--- src/rtl/spi_minion_array.sv ---
// NCH independent SPI mode-0 minion channels: pin synchronisers, full-duplex shift
// engine, one-word TX holding register, FWFT RX FIFO and sticky error flags per channel.
module spi_minion_array #(
   parameter int unsigned NCH   = 2,
   parameter int unsigned NBITS = 32,
   parameter int unsigned DEPTH = 4
) (
   input  logic                 clk,
   input  logic                 reset,
   input  logic [NCH-1:0]       cs,
   input  logic [NCH-1:0]       sclk,
   input  logic [NCH-1:0]       mosi,
   output logic [NCH-1:0]       miso,
   output logic [NCH-1:0]       miso_oeb,
   output logic [NCH*NBITS-1:0] recv_msg,
   output logic [NCH-1:0]       recv_val,
   input  logic [NCH-1:0]       recv_rdy,
   input  logic [NCH*NBITS-1:0] send_msg,
   input  logic [NCH-1:0]       send_val,
   output logic [NCH-1:0]       send_rdy,
   output logic [NCH-1:0]       err_ovf,
   output logic [NCH-1:0]       err_unf,
   output logic [NCH-1:0]       err_frm,
   input  logic [NCH-1:0]       err_clr
);

   localparam int unsigned CW = $clog2(NBITS + 2);
   localparam int unsigned AW = $clog2(DEPTH);

   typedef enum logic {ST_IDLE, ST_ACTIVE} state_t;

   for (genvar g = 0; g < NCH; g++) begin : g_ch
      logic [2:0]       cs_q, sclk_q, mosi_q;
      logic [1:0]       fill_q, fill_d;
      logic             armed_q, armed_d;
      state_t           state_q, state_d;
      logic [CW-1:0]    cnt_q, cnt_d;
      logic [NBITS-1:0] rx_q, rx_d, tx_q, tx_d, hold_q, hold_d;
      logic             txf_q, txf_d;
      logic             ovf_q, ovf_d, unf_q, unf_d, frm_q, frm_d;
      logic [AW:0]      wp_q, wp_d, rp_q, rp_d;
      logic [NBITS-1:0] mem_q [DEPTH];
      logic             push, pop, fifo_full, fifo_empty, load;
      logic             cs_fall, cs_rise, sck_rise, sck_fall;

      always_ff @(posedge clk) begin
         if (reset) begin
            cs_q   <= '1;
            sclk_q <= '0;
            mosi_q <= '0;
         end else begin
            cs_q   <= {cs_q[1:0], cs[g]};
            sclk_q <= {sclk_q[1:0], sclk[g]};
            mosi_q <= {mosi_q[1:0], mosi[g]};
         end
      end

      // The sync chain holds reset values for two cycles; arming waits until
      // cs_q[1] reflects the real pin so a cs held low through reset is ignored.
      assign cs_fall  = armed_q & cs_q[2] & ~cs_q[1];
      assign cs_rise  = ~cs_q[2] & cs_q[1];
      assign sck_rise = sclk_q[1] & ~sclk_q[2];
      assign sck_fall = ~sclk_q[1] & sclk_q[2];

      assign fifo_empty = (wp_q == rp_q);
      assign fifo_full  = (wp_q[AW] != rp_q[AW]) && (wp_q[AW-1:0] == rp_q[AW-1:0]);
      assign pop        = ~fifo_empty & recv_rdy[g];
      assign load       = send_val[g] & ~txf_q;

      always_comb begin
         fill_d  = (fill_q == 2'd2) ? fill_q : fill_q + 2'd1;
         armed_d = armed_q | ((fill_q == 2'd2) & cs_q[1]);
         state_d = state_q;
         cnt_d   = cnt_q;
         rx_d    = rx_q;
         tx_d    = tx_q;
         hold_d  = hold_q;
         txf_d   = txf_q;
         ovf_d   = ovf_q & ~err_clr[g];
         unf_d   = unf_q & ~err_clr[g];
         frm_d   = frm_q & ~err_clr[g];
         push    = 1'b0;
         if (load) begin
            hold_d = send_msg[g*NBITS +: NBITS];
            txf_d  = 1'b1;
         end
         case (state_q)
            ST_IDLE: begin
               if (cs_fall) begin
                  state_d = ST_ACTIVE;
                  cnt_d   = '0;
                  if (txf_q) begin
                     tx_d  = hold_q;
                     txf_d = 1'b0;
                  end else begin
                     tx_d  = '0;
                     unf_d = 1'b1;
                  end
               end
            end
            ST_ACTIVE: begin
               if (cs_rise) begin
                  state_d = ST_IDLE;
                  if (cnt_q == CW'(NBITS)) begin
                     if (!fifo_full || pop) push  = 1'b1;
                     else                   ovf_d = 1'b1;
                  end else begin
                     frm_d = 1'b1;
                  end
               end else begin
                  if (sck_rise) begin
                     rx_d = {rx_q[NBITS-2:0], mosi_q[2]};
                     if (cnt_q != CW'(NBITS + 1)) cnt_d = cnt_q + 1'b1;
                  end
                  if (sck_fall) tx_d = {tx_q[NBITS-2:0], 1'b0};
               end
            end
            default: state_d = ST_IDLE;
         endcase
         wp_d = push ? wp_q + 1'b1 : wp_q;
         rp_d = pop  ? rp_q + 1'b1 : rp_q;
      end

      always_ff @(posedge clk) begin
         if (reset) begin
            fill_q  <= '0;
            armed_q <= 1'b0;
            state_q <= ST_IDLE;
            cnt_q   <= '0;
            rx_q    <= '0;
            tx_q    <= '0;
            hold_q  <= '0;
            txf_q   <= 1'b0;
            ovf_q   <= 1'b0;
            unf_q   <= 1'b0;
            frm_q   <= 1'b0;
            wp_q    <= '0;
            rp_q    <= '0;
         end else begin
            fill_q  <= fill_d;
            armed_q <= armed_d;
            state_q <= state_d;
            cnt_q   <= cnt_d;
            rx_q    <= rx_d;
            tx_q    <= tx_d;
            hold_q  <= hold_d;
            txf_q   <= txf_d;
            ovf_q   <= ovf_d;
            unf_q   <= unf_d;
            frm_q   <= frm_d;
            wp_q    <= wp_d;
            rp_q    <= rp_d;
         end
      end

      always_ff @(posedge clk) begin
         if (push) mem_q[wp_q[AW-1:0]] <= rx_q;
      end

      assign miso[g]                       = (state_q == ST_ACTIVE) ? tx_q[NBITS-1] : 1'b0;
      assign miso_oeb[g]                   = (state_q != ST_ACTIVE);
      assign recv_msg[g*NBITS +: NBITS]    = mem_q[rp_q[AW-1:0]];
      assign recv_val[g]                   = ~fifo_empty;
      assign send_rdy[g]                   = ~txf_q;
      assign err_ovf[g]                    = ovf_q;
      assign err_unf[g]                    = unf_q;
      assign err_frm[g]                    = frm_q;
   end

endmodule

--- config.mk ---
export PLATFORM = sky130hd
export DESIGN_NAME = spi_minion_array
export DESIGN_NICKNAME = d
export VERILOG_FILES = /design/src/rtl/spi_minion_array.sv
export SDC_FILE = /design/constraint.sdc
export NUM_CORES = 1
export LEC_CHECK = 0
export CORE_UTILIZATION = 60
export CTS_BUF_LIST = sky130_fd_sc_hd__clkbuf_2 sky130_fd_sc_hd__clkbuf_4 sky130_fd_sc_hd__clkbuf_8
export DETAILED_ROUTE_END_ITERATION = 10
export GPL_ROUTABILITY_DRIVEN = 0
export PLACE_DENSITY = 0.91
export SKIP_CTS_REPAIR_TIMING = 1
export SYNTH_ARGS = -nofsm -noshare
export SYNTH_HDL_FRONTEND = slang
export SYNTH_SLANG_ARGS = --single-unit
--- constraint.sdc ---
create_clock -name clk -period 3.1 [get_ports clk]
set_input_delay 0.465 -clock clk [delete_from_list [all_inputs] [get_ports clk]]
set_output_delay 0.465 -clock clk [all_outputs]
set_load 0.1 [all_outputs]
Word-level counts from Yosys, hierarchy flattened
Memory sizes are Yosys's and may differ from the RTL's. A register that Yosys moved wholly into a read port is not among the register bits.
Cells that the tools add are included.
{"block": "word_totals", "regBits": 250, "ram_bits": 256, "inputBits": 78, "output_inout_bits": 78, "n_memories": 2}
{"memory": "g_ch[0].mem_q", "depth": 4, "word_bits": 32, "rd": 1, "rd_ports_with_merged_regs": 1, "write_ports": 1, "line": "42", "rtl": "logic [NBITS-1:0] mem_q [DEPTH];"}
{"memory": "g_ch[1].mem_q", "depth": 4, "word_bits": 32, "rd": 1, "rd_ports_with_merged_regs": 1, "write_ports": 1, "line": "42"}
{"block": "classes", "add_sub_neg": 8, "eq_ne": 22, "muxes": 72, "n_bitwise": 42, "n_reduce_logical": 12}
{"operator": "$mux W32", "n": 8}
{"operator": "$pmux W32 S2", "n": 2}
{"operator": "$mux W6", "n": 8}
{"operator": "$mux W1", "n": 46}
{"operator": "$pmux W6 S2", "n": 2}
{"operator": "$and A1 B1 Y1", "n": 22}
{"operator": "$not A1 Y1", "n": 18}
{"operator": "$ne A2 B1 Y1 const B", "n": 8}
{"operator": "$add A3 B1 Y3 const B", "n": 4}
{"operator": "$add A6 B1 Y6 const B", "n": 2}
{"operator": "$eq A6 B6 Y1 const B", "n": 2}
{"operator": "$ne A6 B6 Y1 const B", "n": 2}
{"operator": "$reduce_and A3 Y1", "n": 4}
{"operator": "$mux W2", "n": 4}
{"operator": "$reduce_and A4 Y1", "n": 2}
{"operator": "$eq A3 B3 Y1", "n": 2}
{"operator": "$add A2 B1 Y2 const B", "n": 2}
{"operator": "$eq A2 B2 Y1", "n": 2}
{"operator": "$eq A2 B2 Y1 const B", "n": 2}
{"operator": "$ne A2 B2 Y1 const B", "n": 2}
{"operator": "$pmux W1 S2", "n": 2}
{"operator": "$logic_and A1 B1 Y1", "n": 2}
{"operator": "$logic_not A1 Y1", "n": 2}
{"operator": "$logic_or A1 B1 Y1", "n": 2}
{"operator": "other kinds (2)", "n": 4}

Depth between registers and ports, before layout
Gate-level depths: netlist (run 1).
{"block": "depth", "word_depth": 10, "ltp_mapped": 6, "depth_no_buf": 6}

Least setup slack after synthesis (run 1)
Ideal clock, no wire load.
{"block": "synth_timing", "path_type": "reg2reg", "startpoint": "reg g_ch[1].cnt_q[2]", "endpoint": "reg g_ch[1].wp_q[2]", "arrival_time_ns": 2.666, "setup_slack_ns": 0.311, "path_stages_with_launch": 5, "period_less_slack_ns": 2.789, "cell_sequence": "dfxtp_1 > nor4b_4 > nand4_2 > nor3b_2 > mux2_1"}
{"block": "synth_between", "elab_chain_cells": 4}
{"item": "from (decl)", "line": "37", "rtl": "logic [CW-1:0] cnt_q, cnt_d;"}
{"item": "from (signal assigned)", "line": "143", "rtl": "cnt_q <= cnt_d;"}
{"item": "$eq A6 B6 Y1", "line": "104", "rtl": "if (cnt_q == CW'(NBITS)) begin"}
{"item": "$mux W1", "line": "104"}
{"item": "$mux W1", "line": "102", "rtl": "if (cs_rise) begin"}
{"item": "$mux W1", "line": "87", "rtl": "case (state_q)"}
{"item": "to (signal assigned)", "line": "151", "rtl": "wp_q <= wp_d;"}
{"item": "to (decl)", "line": "41", "rtl": "logic [AW:0] wp_q, wp_d, rp_q, rp_d;"}
Every way passes these cells.
A chain may end at the register's enable or synchronous reset.

==> run_results.csv, run 1 <==
group,metric,value,unit
status,outcome,"finished, final reports clean",
layout,drive_above_1_share,0.194,
layout,layout_commonest_cell,"nand2_1",
clock_tree,path_clk_slew,0.06,ns
floorplanning,die_x,182,µm
route,drt-wirelength-per-cell,19.0,µm
floorplanning,io_pins,156,
placed_design,dpl_cell_area,0.0219,mm²
route,drt-total-wl,41.4,mm
floorplanning,num_rows,65,
sta,slew-limit-headroom,0.222,
clock_tree,cts_tree,"built",
floorplanning,die_h,182,µm
sta,setup-tns-final,0,ns
worst_setup_path,worstSetupEndpointType,"primary output",
synth,synth_area,0.0194,mm²
global_routing,antenna_found_initial,0,
global_routing,grt-ovfl-total,0,
power_and_ir_drop,finalPower,13.7,mW
worst_setup_path,required,2.63,ns
sta,finalHoldViolations,0,
layout,fin_area,0.0236,mm²
sta,post-route-period-util,0.934,
synth,synth-seq-cells,510,
sta,report.final.slew_viol_count,0,
power_and_ir_drop,power_density,583,mW/mm²
worst_hold_path,hp-class,"input port to register",
route,antenna_left,0,
clock_tree,h-tree-depth,3,
route,drcViolationCount,0,
layout,final_cell_mix,"nand2_1, edfxtp_1, dfxtp_1",
synth,ys_seq_area_frac,0.660,
synth,netlist_instances,1551,
synth,syn_nets,1647,
global_routing,gr-usage-all-layers,0.257,
clock_tree,cts_root_buffer,"clkbuf_8",
clock_tree,clock_latency,0.63,ns
sta,grt_setup_unrepaired,"false",
placed_design,io_buffers,155,
floorplanning,core_area,0.0316,mm²
worst_setup_path,crit_arrival,2.43,ns
placed_design,post-place-ws,0.477,ns
layout,multi_input_area,0.00608,mm²
route,dr.pass1.iters,6,
power_and_ir_drop,irDropWorstVdd,0.393,mV
sta,period_needed,2.90,ns
layout,fin_nets,1806,
sta,tightest_slew,1.17,ns
worst_setup_path,slowest_stage,"mux4_2",
layout,fill_cells,1755,
global_routing,grt_pass1_vias,12695,
layout,area_growth,21.8,%
worst_setup_path,worstSetupStartpointType,"register",
worst_setup_path,crit_fanout,13,
global_routing,grt_start_max_net_pins,155,
global_routing,grt_pass1_wl,67.0,mm
synth,synth_cell_types,50,
placed_design,dp_hpwl,23.6,mm
clock_tree,clockBufferDepth,3,
floorplanning,initial_core_util,0.612,
floorplanning,dieArea,0.0330,mm²
worst_setup_path,worst_path_largest_cell_delay,0.61,ns
route,vias,12715,
sta,setup_viol,0,
flow_run,maxCapViolations,0,
sta,skew,0.0588,ns
clock_tree,cts_buffers,80,
synth,postSynthAreaPerCell,12.5,µm²
route,via_per_inst,5.85,
sta,setup_slack,0.205,ns
sta,fmax,345,MHz
route,drtIter0Drc,941,
power_and_ir_drop,p_leak,8.40,nW
worst_setup_path,cp_cell_sequence,"buf_4 -> mux4_2 -> buf_12",
synth,yosysWarnings,0,
layout,seqCellArea,0.0128,mm²
clock_tree,clock_sinks,510,
worst_setup_path,crit_type,"register to primary output",
[routing by layer]
metal / vias up / GRT usage / wire [µm]
li1: 5920 / - / -
met1: 6193 / 0.330 / 16500
met2: 522 / 0.443 / 21400
met3: 80 / 0.0401 / 2530
met4: 0 / 0.0919 / 957
met5: - / 0 / 0
[final timing paths]
check / start / to / slack [ns] / cells after the start
max: register / recv_msg[59] / 0.20 / 3
min: send_msg[46] / g_ch[1].hold_q[14] / 0.41 / 3
max reg2reg: g_ch[0].cnt_q[2] / g_ch[0].mem_q[3][24] / 0.56 / 4
min reg2reg: g_ch[1].cs_q[0] / g_ch[1].cs_q[1] / 0.41 / 1
[through the flow]
stage / util / hold slack [ns] / cells
final: 0.745 / 0.412 / 2175
after global routing: 0.745 / 0.402 / 2174
after CTS: 0.745 / 0.371 / 2174
after detailed placement: 0.691 / 0.394 / 2030
after global placement: 0.691 / 0.402 / 2030
after floorplan: - / 0.389 / 1551
[power breakdown]
| part | switching, mW | internal [mW] |
|---|---|---|
| combinational | 0.325 | 0.250 |
| clock | 2.70 | 3.26 |
| sequential | 0.0699 | 7.14 |
| total | 3.09 | 10.7 |
[state kept, by name (all words and copies together), names as in the netlist, named ones only]
name	cells
g_ch.unf_q	2
g_ch.cnt_q	12
g_ch.rp_q	6
g_ch.wp_q	6
g_ch.state_q	2
g_ch.frm_q	2
g_ch.hold_q	64
g_ch.mem_q	256
g_ch.tx_q	64
g_ch.ovf_q	2
g_ch.txf_q	2
g_ch.rx_q	64
g_ch.cs_q	6
g_ch.armed_q	2
g_ch.mosi_q	6
g_ch.sclk_q	6
g_ch.fill_q	4
[critical path, delay by kind of cell, from the launching register on]
| kind | cells | cell delay, ns |
|---|---|---|
| buffers and inverters | 2 | 0.58 |
| flip-flops | 1 | 0.60 |
| multiplexers | 1 | 0.61 |
[cell families after synthesis]
family,synth area share
simple gates,0.124
flops,0.660
compound gates,0.0879
buf+inv,0.0283
mux,0.0830
fa+ha+maj,0.0116
xor+xnor,0.00588
[cell usage after synthesis (all sizes together)]
library cell	n	area, µm²
nand2	266	998
edfxtp	256	7690
dfxtp	254	5080
a21oi	196	981
nor2	105	399
a211oi	65	493
and3	64	400
mux4	64	1440
clkbuf	63	236
buf	47	236
inv	20	75.1
ha	18	225
nor2b	17	106
xor2	12	105
mux2i	11	110
and2	9	56.3
nand2b	8	50.1
or3	8	50.1
nand4	7	56.3
or2	7	43.8
nand3	6	30.0
a22oi	5	37.5
mux2	5	56.3
nor4b	4	95.1
o31ai	4	30.0
a21boi	3	22.5
a32oi	3	26.3
nor3	3	25.0
o21ai	3	15.0
a2bb2oi	2	17.5
a41o	2	20.0
and4bb	2	28.8
nor3b	2	25.0
o311ai	2	17.5
or4	2	15.0
a2111oi	1	27.5
a22o	1	8.76
and2b	1	7.51
nor4	1	6.26
o22ai	1	6.26
xnor2	1	8.76
[cell type report]
class / instances / area share
clock inverters: 28 / 0.0103
diodes: 1 / 0.000106
well taps: 402 / 0.0213
inverters: 20 / 0.00318
flip-flops and latches: 510 / 0.542
multi-input cells: 911 / 0.258
repair buffers: 187 / 0.103
clock buffers: 116 / 0.0621
No activity file was read; power rests on OpenSTA's default activity.
==> run 2: changes to the inputs <==
clock period = 2.83 ns   (was 3.1 ns; I/O delays follow)
==> run_results.csv, run 2 (synthesis gave the netlist of run 1 again) <==
group,metric,value,unit
global_routing,gr-usage-all-layers,0.250,
floorplanning,io_pins,156,
layout,fin_nets,1808,
clock_tree,clockBufferDepth,3,
power_and_ir_drop,seqPwrFrac,0.530,
clock_tree,cts_tree,"built",
clock_tree,cts_root_buffer,"clkbuf_8",
layout,largest_reg_flops,256,
sta,slew-limit-headroom,0.209,
route,vias,12591,
clock_tree,h-tree-depth,3,
clock_tree,path_clk_slew,0.06,ns
sta,period_needed,2.68,ns
status,outcome,"finished, final reports clean",
layout,area_growth,22.0,%
worst_setup_path,crit_arrival,2.26,ns
layout,fin_area,0.0236,mm²
route,antenna_left,0,
worst_setup_path,crit_fanout,24,
layout,final_cell_mix,"nand2_1, edfxtp_1, dfxtp_1",
sta,grt_setup_unrepaired,"false",
sta,post-route-period-util,0.949,
power_and_ir_drop,swShare,0.223,
power_and_ir_drop,power_density,631,mW/mm²
worst_hold_path,hold_depth,3,
route,drt-wirelength-per-cell,18.5,µm
placed_design,io_buffers,155,
power_and_ir_drop,internal_power,11.6,mW
placed_design,dp_hpwl,23.8,mm
global_routing,grt_start_max_net_pins,130,
sta,finalHoldViolations,0,
global_routing,antenna_found_initial,0,
sta,fmax,373,MHz
placed_design,numPlacedInstances,2033,
global_routing,grt_pass1_wl,65.6,mm
worst_hold_path,hp-class,"input port to register",
floorplanning,die_x,182,µm
route,dr.pass1.iters,5,
clock_tree,clock_sinks,510,
route,drtIter0Drc,928,
worst_setup_path,reg2reg_slack,0.22,ns
worst_setup_path,required,2.41,ns
power_and_ir_drop,clkPwrFrac,0.427,
sta,tightest_slew,1.19,ns
worst_setup_path,worstSetupEndpointType,"primary output",
route,drcViolationCount,0,
floorplanning,core_area,0.0316,mm²
worst_hold_path,hp-start,"send_msg[44]",
worst_setup_path,crit_type,"register to primary output",
global_routing,grt-ovfl-total,0,
power_and_ir_drop,p_leak,8.38,nW
worst_setup_path,r2r_end,"g_ch[0].mem_q[3][15]",
route,via_per_inst,5.78,
worst_hold_path,holdPathEnd,"g_ch[1].hold_q[12]",
worst_setup_path,worstSetupStartpointType,"register",
floorplanning,initial_core_util,0.612,
floorplanning,die_h,182,µm
sta,skew,0.0655,ns
power_and_ir_drop,finalPower,14.9,mW
flow_run,maxCapViolations,0,
floorplanning,num_rows,65,
sta,report.final.slew_viol_count,0,
worst_setup_path,reg2reg_depth,4,
layout,layout.cells.non_filler,2177,
power_and_ir_drop,irDropWorstVdd,0.415,mV
layout,layout_commonest_cell,"nand2_1",
sta,setup-tns-final,0,ns
global_routing,grt_pass1_vias,12885,
worst_setup_path,r2r-start,"g_ch[0].cnt_q[2]",
power_and_ir_drop,power_switching,3.33,mW
placed_design,dpl_cell_area,0.0220,mm²
route,drt-total-wl,40.3,mm
power_and_ir_drop,combPwrFrac,0.043,
layout,drive_above_1_share,0.189,
sta,setup_viol,0,
clock_tree,cts_buffers,79,
clock_tree,clock_latency,0.64,ns
floorplanning,dieArea,0.0330,mm²
-- run 2: how the worst max path moves through the flow --
stage	end	slack, ns	from
floorplan	g_ch[1].wp_q[2]	0.04	g_ch[1].cnt_q[2]
global placement	g_ch[0].mem_q[3][23]	0.22	recv_rdy[0]
detailed placement	g_ch[0].mem_q[3][23]	0.19	recv_rdy[0]
CTS	recv_msg[27]	0.08	register
global route	recv_msg[27]	0.02	register
finish	recv_msg[27]	0.15	register
-- run 2: area by class of cell --
type | instances | area [µm²]
repair buffers | 190 | 2520
fillers | 1822 | 8020
clock buffers | 114 | 1430
inverters | 20 | 75.1
flip-flops and latches | 510 | 12800
clock inverters | 29 | 241
diodes | 1 | 2.50
multi-input cells | 911 | 6080
well taps | 402 | 503
-- run 2: power by group through the flow --
stage / clock network (mW) / registers, mW / logic, mW
6_report: 6.36 / 7.90 / 0.640
3_3_place_gp: 0 / 8.05 / 0.611
5_1_grt: 6.81 / 7.91 / 0.715
4_1_cts: 6.49 / 7.90 / 0.643
3_5_place_dp: 0 / 8.06 / 0.638
2_1_floorplan: 0 / 8.03 / 0.427
-- run 2: worst max-delay path, cell delays in order (launching register included) --
cell and delay (ns):
dfxtp_2 0.54, buf_12 0.29, mux4_2 0.62, buf_12 0.20
-- run 2: stage by stage --
step | setup WS, ns | hold slack (ns) | util
after floorplan | 0.0408 | 0.389 | -
after CTS | 0.0821 | 0.324 | 0.747
final | 0.146 | 0.366 | 0.747
after detailed placement | 0.189 | 0.399 | 0.694
after global routing | 0.0202 | 0.348 | 0.747
after global placement | 0.224 | 0.398 | 0.694
-- run 2: per-layer routing --
layer / part of all wire / GRT usage
met1: 0.40 / 0.314
met2: 0.51 / 0.429
met3: 0.066 / 0.0489
met4: 0.028 / 0.100
met5: 0 / 0
==> run 3: changes to the inputs <==
DONT_BUFFER_PORTS = 1   (was default)
PLACE_DENSITY = 0.76   (was 0.91)
SKIP_LAST_GASP = 1   (was default)
==> run_results.csv, run 3 (synthesis gave the netlist of run 1 again) <==
group,metric,value,unit
flow_run,maxCapViolations,0,
floorplanning,num_rows,65,
power_and_ir_drop,p_leak,8.18,nW
clock_tree,clock_latency,0.60,ns
layout,drive_above_1_share,0.155,
floorplanning,core_area,0.0316,mm²
layout,utilization,0.718,
route,drcViolationCount,0,
clock_tree,cts_buffers,79,
worst_hold_path,hp-class,"input port to register",
route,vias,12149,
sta,finalHoldViolations,0,
worst_setup_path,crit_arrival,3.13,ns
sta,fmax,385,MHz
route,drtIter0Drc,740,
layout,fin_area,0.0227,mm²
sta,period_needed,2.60,ns
floorplanning,die_h,182,µm
worst_setup_path,slowest_stage,"a41o_2",
power_and_ir_drop,irDropWorstVdd,0.416,mV
global_routing,grt-ovfl-total,0,
sta,tightest_slew,1.21,ns
global_routing,gr-usage-all-layers,0.212,
layout,fill_cells,2064,
placed_design,numPlacedInstances,1882,
clock_tree,cts_tree,"built",
layout,multi_input_area,0.00608,mm²
layout,final_cell_mix,"nand2_1, edfxtp_1, dfxtp_1",
sta,setup_viol,0,
layout,largest_reg_flops,256,
worst_setup_path,worstSetupEndpointType,"register",
route,drt-wirelength-per-cell,17.2,µm
layout,layout.cells.non_filler,2152,
sta,setup-tns-final,0,ns
global_routing,grt_pass1_vias,11307,
clock_tree,clock_sinks,510,
layout,area_growth,17.3,%
global_routing,grt_start_max_net_pins,258,
worst_setup_path,crit_fanout,47,
floorplanning,die_x,182,µm
floorplanning,initial_core_util,0.612,
placed_design,dpl_cell_area,0.0198,mm²
clock_tree,h-tree-depth,3,
global_routing,grt_pass1_wl,56.3,mm
global_routing,antenna_found_initial,3,
worst_setup_path,reg2reg_slack,0.23,ns
clock_tree,clockBufferDepth,3,
worst_setup_path,worstSetupStartpointType,"register",
placed_design,dp_hpwl,19.6,mm
route,antenna_left,0,
status,outcome,"finished, final reports clean",
clock_tree,path_clk_slew,0.06,ns
sta,skew,0.0250,ns
sta,slew-limit-headroom,0.192,
route,via_per_inst,5.65,
floorplanning,dieArea,0.0330,mm²
route,drt-total-wl,37.0,mm
route,dr.pass1.iters,5,
power_and_ir_drop,power_density,656,mW/mm²
power_and_ir_drop,finalPower,14.9,mW
layout,fin_nets,1781,
floorplanning,io_pins,156,
sta,post-route-period-util,0.918,
sta,grt_setup_unrepaired,"false",
worst_setup_path,required,3.36,ns
sta,report.final.slew_viol_count,0,
worst_setup_path,crit_type,"register to register",
worst_setup_path,worst_path_largest_cell_delay,0.65,ns
layout,seqCellArea,0.0128,mm²
worst_setup_path,cp_cell_sequence,"and4bb_1 -> a41o_2 -> nor2_1 -> a211oi_1 -> dlygate4sd3_1",
clock_tree,cts_root_buffer,"clkbuf_8",
layout,layout_commonest_cell,"nand2_1",
placed_design,io_buffers,0,
[run 3: cell type report]
class,count,area share
sequential,510,0.562
inverter,20,0.00331
clock buffer,128,0.0698
timing repair buffer,163,0.0700
tap,402,0.0221
clock inverter,15,0.00452
multi-input combinational,911,0.267
antenna,3,0.000331
[run 3: path summary, 6_finish.rpt]
kind,to,cells after the start,start
worst min register to register,g_ch[1].cs_q[1],1,g_ch[1].cs_q[0]
worst max-delay path,g_ch[1].tx_q[18],5,g_ch[1].state_q
worst min-delay path,g_ch[1].wp_q[1],2,reset
worst max register to register,g_ch[1].tx_q[18],5,g_ch[1].state_q
[run 3: where the power goes]
group	switching [mW]	total [mW]	leakage (nW)	internal [mW]
clock network	2.71	6.35	0.898	3.64
logic	0.347	0.640	2.85	0.293
registers	0.0787	7.90	4.43	7.82
[run 3: critical path, delay by kind of cell (launching register included)]
kind,cells,cell delay (ns)
flip-flops,1,0.38
AND/OR/NAND/NOR,2,0.63
buffers and inverters,1,0.59
AO/OA/AOI/OAI,2,0.92
[run 3: per-layer routing]
metal | GRT usage | share of wire | wire [µm]
met5 | 0 | 0 | 0
met4 | 0.0756 | 0.021 | 760
met3 | 0.0473 | 0.056 | 2060
met2 | 0.344 | 0.49 | 18000
met1 | 0.284 | 0.44 | 16100
[run 3: metrics by stage]
stage               setup slack [ns]  hold WS, ns
finish                         0.232       0.0949
global route                 0.00238       0.0162
CTS                            0.287       -0.141
global placement               0.640        0.407
floorplan                     0.0408        0.389
detailed placement             0.535        0.406
